<file path="src/rtl/cirno9_mem_arb.sv">
// Three-way arbiter (fetch, data, external) sharing one SRAM port, one access in flight at a time.
// The winning command is registered and held until the SRAM returns ready or the watchdog expires.
module cirno9_mem_arb #(
  parameter int unsigned STARVE_MAX = 4,
  parameter int unsigned TIMEOUT    = 256
) (
  input  logic        clk,
  input  logic        rst,
  input  logic        f_val,
  input  logic [31:0] f_adr,
  output logic        f_rdy,
  input  logic        d_val,
  input  logic [31:0] d_adr,
  input  logic [31:0] d_wdat,
  input  logic [3:0]  d_wen,
  input  logic        d_ren,
  output logic        d_rdy,
  input  logic        x_val,
  input  logic [31:0] x_adr,
  input  logic [31:0] x_wdat,
  input  logic [3:0]  x_wen,
  input  logic        x_ren,
  output logic        x_rdy,
  output logic [31:0] o_rdat,
  output logic        o_sram_ren,
  output logic [3:0]  o_sram_wen,
  output logic [31:0] o_adr,
  output logic [31:0] o_wdat,
  input  logic [31:0] i_sram_rdat,
  input  logic        i_ram_rdy,
  output logic [1:0]  o_gnt,
  output logic        o_err
);

  localparam logic [3:0]  StarveMax = 4'(STARVE_MAX);
  localparam logic [15:0] WdLast    = 16'(TIMEOUT - 1);
  localparam bit          WdEn      = (TIMEOUT != 0);

  typedef enum logic [0:0] {StIdle, StBusy} state_e;

  state_e      state_q, state_d;
  logic [1:0]  gnt_q, gnt_d;
  logic [31:0] adr_q, adr_d;
  logic [31:0] wdat_q, wdat_d;
  logic [3:0]  wen_q, wen_d;
  logic        ren_q, ren_d;
  logic [3:0]  starve_q, starve_d;
  logic [15:0] wd_q, wd_d;

  logic       busy, null_cmd, timeout, done, arb_en;
  logic       fv, dv, xv;
  logic [1:0] win;

  assign busy     = (state_q == StBusy);
  assign null_cmd = (wen_q == 4'h0) && !ren_q;
  assign timeout  = busy && WdEn && !null_cmd && !i_ram_rdy && (wd_q == WdLast);
  assign done     = busy && (null_cmd || i_ram_rdy || timeout);
  assign arb_en   = !busy || done;

  // The requester completing this cycle may not win the back-to-back slot.
  assign fv = f_val && !(done && gnt_q == 2'd1);
  assign dv = d_val && !(done && gnt_q == 2'd2);
  assign xv = x_val && !(done && gnt_q == 2'd3);

  always_comb begin
    win = 2'd0;
    if (fv && starve_q == StarveMax) win = 2'd1;
    else if (dv)                     win = 2'd2;
    else if (xv)                     win = 2'd3;
    else if (fv)                     win = 2'd1;
  end

  always_comb begin
    state_d  = state_q;
    gnt_d    = gnt_q;
    adr_d    = adr_q;
    wdat_d   = wdat_q;
    wen_d    = wen_q;
    ren_d    = ren_q;
    starve_d = starve_q;
    wd_d     = wd_q;
    if (busy && !done) wd_d = wd_q + 16'd1;
    if (arb_en) begin
      if (win == 2'd1) begin
        starve_d = 4'd0;
      end else if (fv && win != 2'd0 && starve_q != StarveMax) begin
        starve_d = starve_q + 4'd1;
      end
      gnt_d = win;
      wd_d  = 16'd0;
      // Command registers are zeroed whenever idle so the SRAM pins rest at 0.
      case (win)
        2'd1: begin
          state_d = StBusy;
          adr_d   = f_adr;
          wdat_d  = 32'd0;
          wen_d   = 4'h0;
          ren_d   = 1'b1;
        end
        2'd2: begin
          state_d = StBusy;
          adr_d   = d_adr;
          wdat_d  = d_wdat;
          wen_d   = d_wen;
          ren_d   = d_ren;
        end
        2'd3: begin
          state_d = StBusy;
          adr_d   = x_adr;
          wdat_d  = x_wdat;
          wen_d   = x_wen;
          ren_d   = x_ren;
        end
        default: begin
          state_d = StIdle;
          adr_d   = 32'd0;
          wdat_d  = 32'd0;
          wen_d   = 4'h0;
          ren_d   = 1'b0;
        end
      endcase
    end
  end

  always_ff @(posedge clk or posedge rst) begin
    if (rst) begin
      state_q  <= StIdle;
      gnt_q    <= 2'd0;
      adr_q    <= 32'd0;
      wdat_q   <= 32'd0;
      wen_q    <= 4'h0;
      ren_q    <= 1'b0;
      starve_q <= 4'd0;
      wd_q     <= 16'd0;
    end else begin
      state_q  <= state_d;
      gnt_q    <= gnt_d;
      adr_q    <= adr_d;
      wdat_q   <= wdat_d;
      wen_q    <= wen_d;
      ren_q    <= ren_d;
      starve_q <= starve_d;
      wd_q     <= wd_d;
    end
  end

  assign o_gnt      = gnt_q;
  assign o_adr      = adr_q;
  assign o_wdat     = wdat_q;
  assign o_sram_wen = wen_q;
  assign o_sram_ren = ren_q;
  assign f_rdy      = done && (gnt_q == 2'd1);
  assign d_rdy      = done && (gnt_q == 2'd2);
  assign x_rdy      = done && (gnt_q == 2'd3);
  assign o_rdat     = (done && i_ram_rdy && !null_cmd) ? i_sram_rdat : 32'd0;
  assign o_err      = timeout;

endmodule

</file>
<file path="config.mk">
export PLATFORM = sky130hd
export DESIGN_NAME = cirno9_mem_arb
export DESIGN_NICKNAME = d
export VERILOG_FILES = /design/src/rtl/cirno9_mem_arb.sv
export SDC_FILE = /design/constraint.sdc
export NUM_CORES = 1
export LEC_CHECK = 0
export ABC_CLOCK_PERIOD_IN_PS = 3880
export CAP_MARGIN = 10
export CORE_AREA = 2 2 121 123
export DETAILED_ROUTE_END_ITERATION = 8
export DIE_AREA = 0 0 123 125
export PLACE_DENSITY = 0.8
export SETUP_SLACK_MARGIN = 0.5
export SLEW_MARGIN = 40
export SYNTH_ARGS = -nofsm -noshare
export SYNTH_HDL_FRONTEND = slang
export SYNTH_SLANG_ARGS = --single-unit
export TNS_END_PERCENT = 1
</file>
<file path="constraint.sdc">
create_clock -name clk -period 3.88 [get_ports clk]
set_input_delay 0.776 -clock clk [delete_from_list [all_inputs] [get_ports clk]]
set_output_delay 0.776 -clock clk [all_outputs]
set_load 0.005 [all_outputs]
</file>
==> results.cfg <==
[global_route]
grt_first_pass_wirelength_um = 27100
grt.overflow.total = 0
grt_pass1_vias = 5049
grt_max_degree = 69
grt_use_total_pct = 22.5
antenna_found_initial = 0

[die]
initial_core_util_pct = 33.9
die-area_um2 = 15400
core_um2 = 14200
fp.dieW_um = 123
dieHeight_um = 125
pin_count = 315
rows = 44

[clocking]
cts_buffer_depth = 2
clock_sinks = 92
cts_root_buf = clkbuf_16
cts_tree = built
htreeDepth = 3
cts_buffers = 9
worstSkewPairLatency_ns = 0.34
clkTransAtPathRegs_ns = 0.06
post_cts_buffers = 0

[detailed_routing]
ant_nets = 0
first_pass_iters = 4
vias_per_cell = 5.17
post_drt_wl_per_cell_um = 17.3
vias = 5190
dr.first_iter.drc_count = 289
drcViolationCount = 0
totalWireLength_um = 17400

[timing]
setup_viol = 0
fin_crit_sh_pct = 85.6
final-hold-violation-count = 0
fin_ws_ns = 0.558
worst_hold_slack_ns = 0.484
fin_worst_skew_ns = 0.0150
rsz0062_at_grt = true
max_freq_ghz = 0.301
report.final.slew_viol_count = 0
fin_setup_tns_ns = 0
relSlewSlack_pct = 49.7
tightest_slew_ns = 0.754
fin_crit_ns = 3.32

[critical_path]
timing.rr.start = wd_q[0]
r2r_cells = 8
worstPathArrival_ns = 2.55
endpoint_kind = output port
worstSetupPathType = flop to output port
cp_data_required_time_ns = 3.10
crit_path_start_kind = flop
r2r_end = o_adr[30]
reg2reg_slack_ns = 0.97
path_max_fanout = 8

[cells_and_area]
num_antenna_cells = 0
fin_nets = 1026
stdcell_count = 1004
stdcell_area_um2 = 8450
layout-drive-gt1-share_pct = 4.88
fin_util_pct = 59.5
fill_cells = 1291
area_growth_pct = 75.3

[yosys]
ys_seq_area_share_pct = 47.8
ys.flop_type = dfrtp_1
syn_area_um2 = 4820
ys_types = 39
synth_top_cells_by_area = dfrtp_1 (48%), a32oi_1 (12%), and2_1 (4.7%), a31oi_1 (4.3%), nand3_1 (4.2%)
synthCells = 526
synthArstFlopShare_pct = 100
synthTopCellsByCount = dfrtp_1 (92), a32oi_1 (68), nand2_1 (51)
synth_seq_cells = 92
synth_nets = 737
syn_avg_cell_area_um2 = 9.17
synth.most_common_cell = dfrtp_1
yosysTopAreaCell = dfrtp_1
yosysWarnings = 0
synth_edf_count = 0
yosys.area.top_type_share_pct = 47.8

[min_path]
holdCritPathClass = flop to flop
hold_end = o_wdat[1]
worstHoldStart = o_wdat[1]
whs_path_depth = 2

[run_status]
outcome = finished, final reports clean

[place]
place_area_um2 = 8150
place_ws_ns = 0.584
routabilityCongestion = 0.802
dpl.cell_count = 988
io_buffers = 314
hpwlAfterDp_um = 12800

[power_and_ir_drop]
ir_drop_mv = 0.228
powerDensity_nw_per_um2 = 558
totalPowerFinal_mw = 4.71
p_leak_nw = 3.27

[run]
drv_cap = 0
==> critical path, cell delays in order (launching register included) <==
cell and delay (ns):
dfrtp_1 0.39, ha_1 0.25, and3_1 0.27, nand4_2 0.24
a211o_2 0.48, inv_1 0.08, clkdlybuf4s50_1 0.49
==> worst max-delay path by stage <==
| stage | startpoint | end | slack [ns] | depth (start not counted) |
|---|---|---|---|---|
| 2_1_floorplan | rst | busy | 0.71 | 1 |
| 3_3_place_gp | i_ram_rdy | f_rdy | 0.65 | 5 |
| 3_5_place_dp | i_ram_rdy | f_rdy | 0.58 | 5 |
| 4_1_cts | wd_q[0] | f_rdy | 0.53 | 6 |
| 5_1_grt | wd_q[0] | x_rdy | 0.44 | 5 |
| 6_report | wd_q[0] | f_rdy | 0.56 | 6 |
==> report_power, final <==
part           switching [mW]  total [mW]  internal (mW)
Combinational            1.01        2.28           1.26
Sequential              0.234        1.56           1.33
Clock                   0.377       0.877          0.500
Total                    1.62        4.71           3.09
==> sequential cells by signal (all words and copies together) (netlist names) <==
register / flops
o_wdat: 32
starve_q: 4
o_sram_ren: 1
o_sram_wen: 4
wd_q: 16
o_adr: 32
o_gnt: 2
busy: 1
==> layout make-up <==
cell class	count	area, µm²	share of cell area [%]
tap	184	230	2.72
sequential	92	2300	27.2
inverter	8	35.0	0.415
timing repair buffer	326	3270	38.7
clock buffer	10	229	2.71
clock inverter	6	65.1	0.770
multi-input combinational	378	2320	27.4
==> layout by cell type, fill, tap and decap left out, types with 2 or more instances in the layout <==
cell / netlist / final
a211oi_4: 0 / 2
a21oi_1: 7 / 7
a31oi_1: 33 / 33
a32oi_1: 68 / 68
and2_1: 36 / 36
and3_1: 7 / 6
buf_12: 0 / 3
buf_4: 0 / 9
clkbuf_16: 0 / 9
clkdlybuf4s50_1: 0 / 314
clkinv_2: 0 / 2
clkinv_4: 0 / 2
dfrtp_1: 92 / 92
ha_1: 3 / 3
inv_1: 8 / 7
nand2_1: 51 / 50
nand2b_1: 2 / 2
nand3_1: 40 / 39
nand4_1: 3 / 3
nor2_1: 50 / 50
nor4_2: 2 / 2
o21ai_0: 5 / 5
o21ai_1: 36 / 36
o22ai_1: 2 / 2
o2bb2ai_1: 2 / 2
or3_1: 2 / 2
xnor2_1: 2 / 2
xor2_1: 10 / 10
==> what timing repair did <==
| action | CTS | global route |
|---|---|---|
| gates resized for setup | 0 | 1 |
| hold buffers | 0 | 0 |
| setup endpoints to repair | 0 | 3 |
==> kinds of logic after synthesis <==
logic type	after synthesis	share of synthesized area, %
muxes	1	0.208
xor gates and xnor gates	12	2.18
AOI/OAI and AO/OA	163	24.3
DFF	92	47.8
and+or+nand+nor	199	20.1
adders and majority gates	3	0.779
buffers and inverters	56	4.70
==> per-layer routing <==
| metal | up-vias | GRT usage (%) | wire length [µm] |
|---|---|---|---|
| met4 | 0 | 7.89 | 489 |
| met5 | - | 0 | 0 |
| li1 | 2538 | - | - |
| met2 | 235 | 37.0 | 8660 |
| met1 | 2383 | 28.7 | 6880 |
| met3 | 34 | 5.61 | 1320 |
(Power assumes the default switching activity.)
